**src/rtl/sdram_arb_if.sv**
```systemverilog
// Bundle between the three requesters, the slot arbiter and the SDRAM controller.
// The slave modport is the arbiter's view, the master modport the requester/controller side.
interface sdram_arb_if;
    logic        clkref;
    logic        p0_req;
    logic [23:0] p0_addr;
    logic        p0_ack;
    logic        p1_req;
    logic        p1_we;
    logic [23:0] p1_addr;
    logic [1:0]  p1_ds;
    logic [15:0] p1_din;
    logic        p1_ack;
    logic        p2_req;
    logic [23:0] p2_addr;
    logic [1:0]  p2_ds;
    logic [15:0] p2_din;
    logic        p2_ack;
    logic [15:0] dout;
    logic        sd_oe;
    logic        sd_we;
    logic [23:0] sd_addr;
    logic [1:0]  sd_ds;
    logic [15:0] sd_din;
    logic [15:0] sd_dout;
    logic        ready;

    modport slave (
        input  clkref,
        input  p0_req, p0_addr,
        input  p1_req, p1_we, p1_addr, p1_ds, p1_din,
        input  p2_req, p2_addr, p2_ds, p2_din,
        input  sd_dout,
        output p0_ack, p1_ack, p2_ack,
        output dout, sd_oe, sd_we, sd_addr, sd_ds, sd_din, ready
    );

    modport master (
        output clkref,
        output p0_req, p0_addr,
        output p1_req, p1_we, p1_addr, p1_ds, p1_din,
        output p2_req, p2_addr, p2_ds, p2_din,
        output sd_dout,
        input  p0_ack, p1_ack, p2_ack,
        input  dout, sd_oe, sd_we, sd_addr, sd_ds, sd_din, ready
    );
endinterface

```
**src/rtl/sdram_arb.sv**
```systemverilog
// Slot-based arbiter: one SDRAM access per 8-clk slot, p0 fixed priority, p1/p2 round-robin,
// forced refresh slot after REFRESH_MAX consecutive grants, startup hold-off after init.
module sdram_arb #(
    parameter int STARTUP_SLOTS = 32,
    parameter int REFRESH_MAX   = 8
) (
    input  logic       clk,
    input  logic       init,
    sdram_arb_if.slave bus
);
    localparam int SW = $clog2(STARTUP_SLOTS + 2);
    localparam int GW = $clog2(REFRESH_MAX + 2);
    localparam logic [SW-1:0] STARTUP_INIT = SW'(STARTUP_SLOTS);
    localparam logic [GW-1:0] GCNT_MAX     = GW'(REFRESH_MAX);

    // Owner of the current slot; NONE means the controller refreshes.
    typedef enum logic [1:0] {OWN_NONE, OWN_P0, OWN_P1, OWN_P2} owner_t;

    typedef struct packed {
        logic        we;
        logic [23:0] addr;
        logic [1:0]  ds;
        logic [15:0] din;
    } req_t;

    logic [2:0]    ph_q, ph_d;
    logic          last_clkref_q, last_clkref_d;
    owner_t        owner_q, owner_d;
    logic          sd_oe_q, sd_oe_d;
    logic          sd_we_q, sd_we_d;
    logic [23:0]   sd_addr_q, sd_addr_d;
    logic [1:0]    sd_ds_q, sd_ds_d;
    logic [15:0]   sd_din_q, sd_din_d;
    logic [2:0]    ack_q, ack_d;
    logic          last_winner_q, last_winner_d;
    logic [GW-1:0] gcnt_q, gcnt_d;
    logic [SW-1:0] startup_q, startup_d;

    logic resync;
    logic decide;
    logic grant_ok;
    req_t sel;

    always_comb begin
        last_clkref_d = bus.clkref;
        resync        = bus.clkref & ~last_clkref_q;
        ph_d          = resync ? 3'd0 : ph_q + 3'd1;
        decide        = (ph_d == 3'd0);
        grant_ok      = (startup_q == '0) && (gcnt_q != GCNT_MAX);

        owner_d       = owner_q;
        sd_oe_d       = sd_oe_q;
        sd_we_d       = sd_we_q;
        sd_addr_d     = sd_addr_q;
        sd_ds_d       = sd_ds_q;
        sd_din_d      = sd_din_q;
        ack_d         = 3'b000;
        last_winner_d = last_winner_q;
        gcnt_d        = gcnt_q;
        startup_d     = startup_q;
        sel.we        = 1'b0;
        sel.addr      = sd_addr_q;
        sel.ds        = sd_ds_q;
        sel.din       = sd_din_q;

        if (decide) begin
            if (startup_q != '0)
                startup_d = startup_q - 1'b1;

            owner_d = OWN_NONE;
            if (grant_ok) begin
                if (bus.p0_req)
                    owner_d = OWN_P0;
                else if (bus.p1_req && (!bus.p2_req || !last_winner_q))
                    owner_d = OWN_P1;
                else if (bus.p2_req)
                    owner_d = OWN_P2;
            end

            case (owner_d)
                OWN_P0: begin
                    sel.addr = bus.p0_addr;
                    sel.ds   = 2'b11;
                end
                OWN_P1: begin
                    sel.we   = bus.p1_we;
                    sel.addr = bus.p1_addr;
                    sel.ds   = bus.p1_ds;
                    sel.din  = bus.p1_din;
                end
                OWN_P2: begin
                    sel.we   = 1'b1;
                    sel.addr = bus.p2_addr;
                    sel.ds   = bus.p2_ds;
                    sel.din  = bus.p2_din;
                end
                default: ;
            endcase

            // Idle slots leave the address/data lines where they were.
            sd_addr_d = sel.addr;
            sd_ds_d   = sel.ds;
            sd_din_d  = sel.din;
            sd_oe_d   = (owner_d != OWN_NONE) && !sel.we;
            sd_we_d   = (owner_d != OWN_NONE) &&  sel.we;

            if (owner_d == OWN_P1) last_winner_d = 1'b1;
            if (owner_d == OWN_P2) last_winner_d = 1'b0;
            gcnt_d = (owner_d == OWN_NONE) ? '0 : gcnt_q + 1'b1;
        end else if (ph_d == 3'd6) begin
            // A resync before this point replaces the slot, so no ack is ever issued for it.
            case (owner_q)
                OWN_P0:  ack_d = 3'b001;
                OWN_P1:  ack_d = 3'b010;
                OWN_P2:  ack_d = 3'b100;
                default: ack_d = 3'b000;
            endcase
        end
    end

    always_ff @(posedge clk or posedge init) begin
        if (init) begin
            ph_q          <= 3'd0;
            last_clkref_q <= 1'b0;
            owner_q       <= OWN_NONE;
            sd_oe_q       <= 1'b0;
            sd_we_q       <= 1'b0;
            sd_addr_q     <= '0;
            sd_ds_q       <= '0;
            sd_din_q      <= '0;
            ack_q         <= 3'b000;
            last_winner_q <= 1'b0;
            gcnt_q        <= '0;
            startup_q     <= STARTUP_INIT;
        end else begin
            ph_q          <= ph_d;
            last_clkref_q <= last_clkref_d;
            owner_q       <= owner_d;
            sd_oe_q       <= sd_oe_d;
            sd_we_q       <= sd_we_d;
            sd_addr_q     <= sd_addr_d;
            sd_ds_q       <= sd_ds_d;
            sd_din_q      <= sd_din_d;
            ack_q         <= ack_d;
            last_winner_q <= last_winner_d;
            gcnt_q        <= gcnt_d;
            startup_q     <= startup_d;
        end
    end

    assign bus.p0_ack  = ack_q[0];
    assign bus.p1_ack  = ack_q[1];
    assign bus.p2_ack  = ack_q[2];
    assign bus.sd_oe   = sd_oe_q;
    assign bus.sd_we   = sd_we_q;
    assign bus.sd_addr = sd_addr_q;
    assign bus.sd_ds   = sd_ds_q;
    assign bus.sd_din  = sd_din_q;
    assign bus.dout    = bus.sd_dout;
    assign bus.ready   = (startup_q == '0);
endmodule

```
**src/flat_wrapper.sv**
```systemverilog
// flat-port wrapper written by rule: the top's interface ports become plain ports
module sdram_arb_flat 
#(
    parameter int STARTUP_SLOTS = 32,
    parameter int REFRESH_MAX   = 8
)
  (clk, init, bus_clkref, bus_p0_req, bus_p0_addr, bus_p1_req, bus_p1_we, bus_p1_addr, bus_p1_ds, bus_p1_din, bus_p2_req, bus_p2_addr, bus_p2_ds, bus_p2_din, bus_sd_dout, bus_p0_ack, bus_p1_ack, bus_p2_ack, bus_dout, bus_sd_oe, bus_sd_we, bus_sd_addr, bus_sd_ds, bus_sd_din, bus_ready);
  sdram_arb_if bus_i ();
  input  logic clk;
  input  logic init;
  input wire logic [$bits(bus_i.clkref)-1:0] bus_clkref;
  input wire logic [$bits(bus_i.p0_req)-1:0] bus_p0_req;
  input wire logic [$bits(bus_i.p0_addr)-1:0] bus_p0_addr;
  input wire logic [$bits(bus_i.p1_req)-1:0] bus_p1_req;
  input wire logic [$bits(bus_i.p1_we)-1:0] bus_p1_we;
  input wire logic [$bits(bus_i.p1_addr)-1:0] bus_p1_addr;
  input wire logic [$bits(bus_i.p1_ds)-1:0] bus_p1_ds;
  input wire logic [$bits(bus_i.p1_din)-1:0] bus_p1_din;
  input wire logic [$bits(bus_i.p2_req)-1:0] bus_p2_req;
  input wire logic [$bits(bus_i.p2_addr)-1:0] bus_p2_addr;
  input wire logic [$bits(bus_i.p2_ds)-1:0] bus_p2_ds;
  input wire logic [$bits(bus_i.p2_din)-1:0] bus_p2_din;
  input wire logic [$bits(bus_i.sd_dout)-1:0] bus_sd_dout;
  output wire logic [$bits(bus_i.p0_ack)-1:0] bus_p0_ack;
  output wire logic [$bits(bus_i.p1_ack)-1:0] bus_p1_ack;
  output wire logic [$bits(bus_i.p2_ack)-1:0] bus_p2_ack;
  output wire logic [$bits(bus_i.dout)-1:0] bus_dout;
  output wire logic [$bits(bus_i.sd_oe)-1:0] bus_sd_oe;
  output wire logic [$bits(bus_i.sd_we)-1:0] bus_sd_we;
  output wire logic [$bits(bus_i.sd_addr)-1:0] bus_sd_addr;
  output wire logic [$bits(bus_i.sd_ds)-1:0] bus_sd_ds;
  output wire logic [$bits(bus_i.sd_din)-1:0] bus_sd_din;
  output wire logic [$bits(bus_i.ready)-1:0] bus_ready;
  assign bus_i.clkref = bus_clkref;
  assign bus_i.p0_req = bus_p0_req;
  assign bus_i.p0_addr = bus_p0_addr;
  assign bus_i.p1_req = bus_p1_req;
  assign bus_i.p1_we = bus_p1_we;
  assign bus_i.p1_addr = bus_p1_addr;
  assign bus_i.p1_ds = bus_p1_ds;
  assign bus_i.p1_din = bus_p1_din;
  assign bus_i.p2_req = bus_p2_req;
  assign bus_i.p2_addr = bus_p2_addr;
  assign bus_i.p2_ds = bus_p2_ds;
  assign bus_i.p2_din = bus_p2_din;
  assign bus_i.sd_dout = bus_sd_dout;
  assign bus_p0_ack = bus_i.p0_ack;
  assign bus_p1_ack = bus_i.p1_ack;
  assign bus_p2_ack = bus_i.p2_ack;
  assign bus_dout = bus_i.dout;
  assign bus_sd_oe = bus_i.sd_oe;
  assign bus_sd_we = bus_i.sd_we;
  assign bus_sd_addr = bus_i.sd_addr;
  assign bus_sd_ds = bus_i.sd_ds;
  assign bus_sd_din = bus_i.sd_din;
  assign bus_ready = bus_i.ready;
  sdram_arb #(.STARTUP_SLOTS(STARTUP_SLOTS), .REFRESH_MAX(REFRESH_MAX)) u_core (.clk(clk), .init(init), .bus(bus_i));
endmodule
```
**config.mk**
```make
export PLATFORM = sky130hd
export DESIGN_NAME = sdram_arb_flat
export DESIGN_NICKNAME = d
export VERILOG_FILES = /design/src/rtl/sdram_arb_if.sv /design/src/rtl/sdram_arb.sv /design/src/flat_wrapper.sv
export SDC_FILE = /design/constraint.sdc
export NUM_CORES = 1
export LEC_CHECK = 0
export CAP_MARGIN = 15
export CORE_MARGIN = 10
export CORE_UTILIZATION = 43
export CTS_BUF_LIST = sky130_fd_sc_hd__clkbuf_2 sky130_fd_sc_hd__clkbuf_4 sky130_fd_sc_hd__clkbuf_8
export DETAILED_ROUTE_END_ITERATION = 7
export GPL_TIMING_DRIVEN = 0
export PLACE_DENSITY = 0.87
export RECOVER_POWER = 50
export SLEW_MARGIN = 20
export SYNTH_ARGS = -nofsm -noshare
export SYNTH_HDL_FRONTEND = slang
export SYNTH_SLANG_ARGS = --single-unit
```
**constraint.sdc**
```tcl
create_clock -name clk -period 3.25 [get_ports clk]
set_input_delay 0.65 -clock clk [delete_from_list [all_inputs] [get_ports clk]]
set_output_delay 0.65 -clock clk [all_outputs]
set_load 0.02 [all_outputs]
```
# [Word level (Yosys, flattened, before mapping)]
# Cells that the tools add are included.
[word_totals] input_bits=131 ramBits=0 output_inout_bits=64 romBits=0 reg_bits=64 wordCells=59 latch_bits=0 memories=0
[classes] div=0 magnitude_cmp=0 add_sub_neg=3 n_shift=0 n_bitwise=2 n_mul=0 eq_ne=8 n_mux=16 reduce_logical=18
[ops] cell="one-hot mux 26 bit (3 select lines)" n=1
[ops] cell="one-hot mux 16 bit (2 select lines)" n=1
[ops] cell="2-to-1 mux 2 bit" n=5
[ops] cell="2-to-1 mux 3 bit" n=3
[ops] cell="one-hot mux 3 bit (3 select lines)" n=1
[ops] cell="equality test 2 bit (second input constant)" n=4
[ops] cell="logical NOT 6 bit" n=1
[ops] cell="AND reduction 2 bit" n=3
[ops] cell="nonzero test 6 bit" n=1
[ops] cell="subtractor 6 x 1 -> 6 bit (second input constant)" n=1
[ops] cell="adder 4 x 1 -> 4 bit (second input constant)" n=1
[ops] cell="equality test 2 x 1 -> 1 bit (second input constant)" n=2
[ops] cell="logical AND 1 bit" n=4
[ops] cell="2-to-1 mux 4 bit" n=1
[ops] cell="inequality test 4 bit (second input constant)" n=1
[ops] cell="nonzero test 2 bit" n=2
[ops] cell="adder 3 x 1 -> 3 bit (second input constant)" n=1
[ops] cell="equality test 3 bit (second input constant)" n=1
[ops] cell="logical NOT 1 bit" n=3
[ops] cell="logical NOT 3 bit" n=1
[ops] cell="2-to-1 mux 1 bit" n=3
[ops] cell="nonzero test 3 bit" n=1
[ops] cell="logical NOT 2 bit" n=1
[ops] cell="one-hot mux 1 bit (2 select lines)" n=1
[ops] cell="3 further kinds" n=3

# [Longest topological paths before layout]
# Gate-level depths: netlist of run 1.
[logic_depth] depth_word=12 ltp_mapped=8

# [Worst setup path after synthesis of run 1]
# Ideal clock, no wire load.
[synth_timing] path_type="register to register" start="reg u_core.startup_q[0]" end="reg u_core.sd_addr_q[10] (netlist: u_core.bus.sd_addr[10])" slack_ns=1.168 n_path_buf=2 arrival_ns=1.954 required_ns=3.121 setup_time_ns=0.129 path_stages_with_launch=9 cell_sequence="dfrtp_1 > inv_1 > ha_1 > or4b_4 > nor3_4 > and3_1 > buf_2 > buf_4 > a31oi_1"
[synth_between] elab_chain_cells=7
[synth_lines] element="start, declared" line="sdram_arb.sv:37" text="logic [SW-1:0] startup_q, startup_d;"
[synth_lines] element="start signal, assigned" line="sdram_arb.sv:147" text="startup_q <= startup_d;"
[synth_lines] element="logical NOT 6 bit *" line="sdram_arb.sv:49" text="grant_ok = (startup_q == '0) && (gcnt_q != GCNT_MAX);"
[synth_lines] element="logical AND 1 bit *" line="sdram_arb.sv:49"
[synth_lines] element="2-to-1 mux 2 bit *" line="sdram_arb.sv:71" text="if (grant_ok) begin"
[synth_lines] element="2-to-1 mux 2 bit *" line="sdram_arb.sv:66" text="if (decide) begin"
[synth_lines] element="equality test 2 x 1 -> 1 bit or equality test 2 bit (tied branches)" line="sdram_arb.sv:80" text="case (owner_d)"
[synth_lines] element="nonzero test 3 bit (no line)"
[synth_lines] element="AND reduction 2 bit (no line)"
[synth_lines] element="end signal, assigned" line="sdram_arb.sv:141" text="sd_addr_q <= sd_addr_d;"
[synth_lines] element="end, declared" line="sdram_arb.sv:31" text="logic [23:0] sd_addr_q, sd_addr_d;"
# Mark *: on every way between the ends. The rest lies on a longest branch, timed or not. The select of a mux whose other input is x is not followed.
# A chain may end at the register's enable or synchronous reset.

# [Worst setup path after layout of run 1]
[layout_timing] start="reg u_core.startup_q[0]" end="out bus_ready"
[layout_between] elab_chain_cells=1
[layout_lines] element="logical NOT 6 bit" line="sdram_arb.sv:160" text="assign bus.ready = (startup_q == '0);"
[layout_lines] element="end, declared" line="flat_wrapper.sv:33" text="output wire logic [$bits(bus_i.ready)-1:0] bus_ready;"
# Every way passes these cells.

==> results.md, run 1 <==
* R2R Path Start: u_core.ph_q[0]$_DFF_PP0_
* Area of the multi-input gates at 0.00154 mm2
* Fin crit period at 2.93 ns
* Drt pass-1 iters at 5
* Distinct cells, synth at 45
* Vias per cell at 5.91
* CP top delay family: buffers and inverters
* Register area at 0.00160 mm2
* IO Count at 195
* Worst setup path start: u_core.startup_q[0]$_DFFE_PP0P_
* Post-synthesis simple-gate area fraction at 0.112
* EDFF count, synth at 0
* Slew @ Worst Pin at 1.25 ns
* DR WL met3 at 1140 um
* Clock slew at reported path FFs at 0.07 ns
* Core Util, Final at 0.723
* Final worst path period share at 0.901
* Clock buffer depth at 2
* Antenna violations before repair at 0
* CP Data Required Time at 2.60 ns
* Net Count, Synth at 490
* Post-Synthesis Cells at 354
* First-pass GRT wire length at 21300 um
* Post-synthesis mux area share at 0.00616
* Worst Setup Start Kind: flip-flop
* Synth Area in Compound Gates at 0.294
* Combinational share of power at 0.482
* RSZ-0062 raised after global routing: false
* Crit-path cells: inv_1 -> ha_1 -> nor4b_2 -> nand2_1 -> inv_1 -> clkdlybuf4s50_1
* Row count at 32
* Hold WS at 0.434 ns
* Max-slew violations at 0
* P_sw at 0.00159 W
* Peak Freq at 0.342 GHz
* CTS tree: built
* Hold_sp: u_core.owner_q[0]$_DFFE_PP0N_
* Full die area at 0.0120 mm2
* Post-Synthesis Cell Area at 0.00345 mm2
* Clk network pwr share at 0.204
* Die width at 110 um
* CP bufs+invs at 3
* Detailed-route via count at 3842
* Final std cells w/o fill at 650
* WP data arrival at 2.28 ns
* Outcome: completed
* Final Setup Violations at 0
* Internal Power at 0.00258 W
* Worst-case reg-to-reg path depth at 7
* Starting Density at 0.444
* Largest family of logic cells by synthesized area: compound AO/OA/AOI/OAI gates
* Crit-path slowest cell: clkdlybuf4s50_1
* Post-synth ARST share at 1.00
* Setup ws final at 0.323 ns
* Sequential cell fraction of total power at 0.314
* XOR/XNOR Fraction of Synth Area at 0.0152
* Layout cells sized above 1 at 0.111
* Max cap viols at 0
* VDD IR max at 0.307 mV
* Register bit total from synthesis at 64
* Met2 WL at 7220 um
* Worst Skew at 0.00772 ns
* Ant. Diodes at 0
* WL final at 14200 um
* Post-Route M1 WL at 5370 um
* Hold path cells at 1
* Routed Antenna Nets at 0
* Most common cell after layout, fill and taps aside: clkdlybuf4s50_1
* Adder-Cell Fraction of Synth Area at 0.0181
* Max incr delay on CP at 0.61 ns
* Register area share after synthesis at 0.464
* Crit path depth at 6
* Hold_buf cts at 0
* Highest-count cells in the layout ignoring fill and taps: clkdlybuf4s50_1 (151), dfrtp_1 (63), a31oi_1 (44)
* Sw Share at 0.381
* Final HPWL DP at 11100 um
* DP Worst Slack at 0.0380 ns
* Final Hold Viols at 0
* WL/cell at 21.8 um
* H-tree depth at 3
* Clk_lat worst skew at 0.34 ns
* Final nets at 680
* CP endpoint kind: output port
* Syn avg cell area at 9.75 um2
* IO buf count at 178
* Placed cells at 635
* Initial DRC count at 341
* Gp weighted congestion at 0.887
* Root Driver: clkbuf_8
* Worst rel slew slack at 0.168
* Worst Hold Class: reg -> reg
* CTS Sinks at 64
* Post-CTS Setup Bufs at 0
* Kind of critical path: reg -> out
* Area delta synth->final at 62.7%
* Largest net degree at the start of global routing at 52
* Synth warn at 0
* Fill cells at 561
* Vias in the first global route at 4015
* PwrDens at 742 mW/mm2
* Post-route DRC at 0
* Die height at 110 um
* Post-cts resize count at 0
* GRT Overall Usage at 0.228
* Core area at 0.00777 mm2
* Worst-path fanout max at 6
* Leak at 2.19 nW
* Grt ovf at 0
* CP dominant cell by count: inv_1
* Top sig layer: met4
* TritonCTS Buffers at 9
* Synth Flop Type: dfrtp_1
==> cell families after synthesis <==
family	after synthesis
adder cells (fa/ha/maj)	5
AND/OR/NAND/NOR	65
flip-flops	64
buffers and inverters	63
XOR/XNOR	6
AO/OA/AOI/OAI	149
multiplexers	2
==> cell usage after synthesis, drive strengths merged, types with 2 or more instances <==
library cell	count	share of area
a21oi	13	0.019
a22o	2	0.0051
a31o	2	0.0051
a31oi	44	0.080
a32oi	17	0.043
a41oi	5	0.013
and3	2	0.0036
and3b	2	0.0051
buf	25	0.049
clkbuf	24	0.026
dfrtp	63	0.46
ha	5	0.018
inv	14	0.015
nand2	12	0.014
nand3	5	0.0072
nand3b	2	0.0043
nand4	4	0.0072
nor2	9	0.0098
nor3	14	0.024
o21ai	35	0.051
o221a	9	0.029
o31ai	13	0.028
o32ai	2	0.0051
or4	9	0.020
xnor2	6	0.015
==> path summary, 6_finish.rpt <==
| kind | end | slack, ns |
|---|---|---|
| max in group asynchronous | u_core.gcnt_q[0]$_DFFE_PP0N_ | 0.86 |
| worst max-delay path | bus_ready | 0.32 |
| worst min register to register | u_core.ack_q[1]$_DFF_PP0_ | 0.43 |
| worst min-delay path | u_core.ack_q[1]$_DFF_PP0_ | 0.43 |
| worst max register to register | u_core.bus.sd_addr[20]$_DFFE_PP0P_ | 0.60 |
| min in group asynchronous | u_core.bus.sd_din[5]$_DFFE_PP0P_ | 0.82 |
==> flip-flops by register name, summed over array words and instances (netlist names) <==
signal / cells
u_core.startup_q: 6
u_core.owner_q: 2
u_core.bus.sd_din: 16
u_core.last_winner_q: 1
u_core.last_clkref_q: 1
u_core.ph_q: 3
u_core.bus.sd_ds: 2
u_core.bus.sd_we: 1
u_core.bus.sd_oe: 1
u_core.bus.sd_addr: 24
u_core.gcnt_q: 4
u_core.ack_q: 3
==> layout make-up <==
| type | count | share of cell area |
|---|---|---|
| Tap cell | 102 | 0.0227 |
| Sequential cell | 64 | 0.285 |
| Timing Repair Buffer | 179 | 0.318 |
| Buffer | 49 | 0.0461 |
| Clock buffer | 12 | 0.0272 |
| Multi-Input combinational cell | 227 | 0.275 |
| Inverter | 14 | 0.00958 |
| Clock inverter | 3 | 0.0160 |
==> routing by layer <==
layer	global-route usage	vias up
met3	0.0667	38
met4	0.0929	0
li1	-	1740
met1	0.267	1866
met2	0.383	198
met5	0	-
==> worst reg2reg max path: stages, from the launching register on <==
cell and delay, ns:
dfrtp_1 0.43, ha_1 0.23, xnor2_1 0.17, a31oi_1 0.46, clkbuf_1 0.46, clkbuf_1 0.43, o31ai_1 0.18, a31oi_1 0.21
==> per-stage QoR <==
stage | TNS [ns] | cell area [um2] | total power [W]
6_report | 0 | 5620 | 0.00417
5_1_grt | 0 | 5620 | 0.00438
4_1_cts | 0 | 5630 | 0.00420
3_5_place_dp | 0 | 5390 | 0.00334
3_3_place_gp | -5.54 | 5360 | 0.00327
2_1_floorplan | 0 | 3450 | 0.00234
==> power groups by stage <==
stage / combinational (W) / sequential, W / clock [W]
detailed placement: 0.00203 / 0.00131 / 0
floorplan: 0.000720 / 0.00162 / 0
global route: 0.00215 / 0.00134 / 0.000890
global placement: 0.00197 / 0.00129 / 0
finish: 0.00201 / 0.00131 / 0.000851
CTS: 0.00205 / 0.00130 / 0.000850
No activity file was read; power rests on OpenSTA's default activity.
==> inputs of run 2 (changes only) <==
- RECOVER_POWER: 50 -> not set
==> run 2 against run 1 <==
- largest power group unchanged
- critical endpoint is now u_core.bus.sd_addr[20]$_DFFE_PP0P_
- core utilization increased by 0.31 points
- die area unchanged
- total power rose by 0.99%
- worst hold slack lost 0.0021 ns
==> results.md, run 2 (synthesis results as in run 1) <==
* Post-CTS Setup Bufs at 0
* Grt ovf at 0
* Post-route DRC at 0
* Area delta synth->final at 63.4%
* Worst Hold Class: reg -> reg
* Row count at 32
* Initial DRC count at 350
* Die height at 110 um
* Detailed-route via count at 3828
* First-pass GRT wire length at 21300 um
* Outcome: completed
* Reg-to-Reg End: u_core.bus.sd_addr[20]$_DFFE_PP0P_
* Clock buffer depth at 2
* Final Hold Viols at 0
* Gp weighted congestion at 0.887
* Kind of critical path: in -> reg
* Max reg flops at 24
* Vias per cell at 5.89
* Worst Skew at 0.00702 ns
* Largest net degree at the start of global routing at 52
* Crit-path slowest cell: clkdlybuf4s50_1
* Hold_sp: u_core.owner_q[0]$_DFFE_PP0N_
* Peak Freq at 0.340 GHz
* TritonCTS Buffers at 9
* Max incr delay on CP at 0.54 ns
* Area of the multi-input gates at 0.00154 mm2
* Most common cell after layout, fill and taps aside: clkdlybuf4s50_1
* Layout cells sized above 1 at 0.111
* Final nets at 680
* CTS Sinks at 64
* Starting Density at 0.444
* Tot Pwr at 0.00421 W
* Max cap viols at 0
* Fill cells at 557
* CP bufs+invs at 3
* Highest-count cells in the layout ignoring fill and taps: clkdlybuf4s50_1 (178), dfrtp_1 (63), a31oi_1 (44)
* Routed Antenna Nets at 0
* Hold_buf cts at 0
* IO Count at 195
* Hold WS at 0.432 ns
* GRT Overall Usage at 0.228
* Leak at 2.19 nW
* Drt pass-1 iters at 5
* Worst rel slew slack at 0.562
* Slew @ Worst Pin at 0.656 ns
* H-tree depth at 3
* Root Driver: clkbuf_8
* Register area at 0.00160 mm2
* Post-cts resize count at 0
* WP data arrival at 3.19 ns
* Placed instance area at 0.00539 mm2
* Fin crit period at 2.94 ns
* Clk_lat worst skew at 0.34 ns
* RSZ-0062 raised after global routing: false
* WL final at 14200 um
* Final worst path period share at 0.905
* VDD IR max at 0.307 mV
* Crit-path cells: clkdlybuf4s50_1 -> nand2b_1 -> a21oi_1 -> clkbuf_1 -> clkbuf_1 -> o31ai_1 -> a31oi_1
* Antenna violations before repair at 0
* Worst-case reg-to-reg path depth at 7
* Die width at 110 um
* DR WL met3 at 1150 um
* CP endpoint kind: flip-flop
* Final Setup Violations at 0
* Worst-path fanout max at 10
* Full die area at 0.0120 mm2
* Clock slew at reported path FFs at 0.07 ns
* Final HPWL DP at 11100 um
* R2R Path Start: u_core.ph_q[0]$_DFF_PP0_
* Worst Setup Start Kind: primary input
* Core area at 0.00777 mm2
* Finished Cell Area at 0.00564 mm2
* PwrDens at 746 mW/mm2
* CTS tree: built
* Vias in the first global route at 4015
* WL/cell at 21.8 um
* R2R Setup Slk at 0.59 ns
* CP Data Required Time at 3.50 ns
* CP top delay family: buffers and inverters
* Top sig layer: met4
* Ant. Diodes at 0
* Hold EP: u_core.ack_q[1]$_DFF_PP0_
* IO buf count at 178
* CP dominant cell by count: clkbuf_1
* Met2 WL at 7240 um
* Hold path cells at 1
* Post-Route M1 WL at 5390 um
* Max-slew violations at 0
==> run 2: cell count changes in the layout (fill, tap and decap cells not counted), sizes merged <==
| cell | before | now |
|---|---|---|
| clkdlybuf4s50 | 151 | 178 |
| inv | 13 | 14 |
| clkinvlp | 1 | 0 |
| dlygate4sd3 | 27 | 0 |
| buf | 25 | 26 |
| clkbuf | 37 | 36 |
==> run 2: cell type report <==
type                    count  share of cell area
repair buffers            179               0.321
flip-flops and latches     64               0.284
multi-input cells         227               0.274
plain buffers              49              0.0459
clock buffers              12              0.0271
well taps                 102              0.0226
clock inverters             3              0.0160
inverters                  14             0.00976
==> run 2: metrics by stage <==
stage / std cells / setup slack [ns] / util / TNS, ns
2_1_floorplan: 354 / 1.00 / - / 0
3_3_place_gp: 634 / -0.0923 / 0.690 / -5.54
3_5_place_dp: 635 / 0.0380 / 0.694 / 0
4_1_cts: 650 / 0.312 / 0.725 / 0
5_1_grt: 650 / 0.127 / 0.726 / 0
6_report: 650 / 0.309 / 0.726 / 0
==> run 2: metal layers <==
layer	global-route usage	vias up
met5	0	-
li1	-	1737
met3	0.0667	33
met2	0.383	190
met1	0.267	1868
met4	0.0929	0
==> run 2: worst max path at each step <==
| stage | to | from | slack [ns] | cells past startpoint |
|---|---|---|---|---|
| floorplan | u_core.ack_q[0]$_DFF_PP0_ | init | 1.00 | 1 |
| global placement | u_core.bus.sd_addr[18]$_DFFE_PP0P_ | init | -0.09 | 2 |
| detailed placement | u_core.bus.sd_din[6]$_DFFE_PP0P_ | bus_p1_req | 0.04 | 6 |
| CTS | bus_ready | u_core.startup_q[0]$_DFFE_PP0P_ | 0.31 | 6 |
| global route | u_core.bus.sd_din[0]$_DFFE_PP0P_ | bus_p1_req | 0.13 | 6 |
| finish | u_core.bus.sd_addr[20]$_DFFE_PP0P_ | bus_p1_req | 0.31 | 7 |
==> run 2: power breakdown <==
| group | internal (W) | switching (W) | leakage [nW] | total (W) |
|---|---|---|---|---|
| logic | 0.000955 | 0.00109 | 1.31 | 0.00205 |
| registers | 0.00112 | 0.000193 | 0.749 | 0.00131 |
| clock network | 0.000544 | 0.000308 | 0.124 | 0.000852 |
==> inputs of run 3 (changes only) <==
- ABC_CLOCK_PERIOD_IN_PS: not set -> 3250
- SKIP_LAST_GASP: not set -> 1
==> results of run 3 <==
Same layout as run 2: the final DEF is identical, and so are final timing and power.
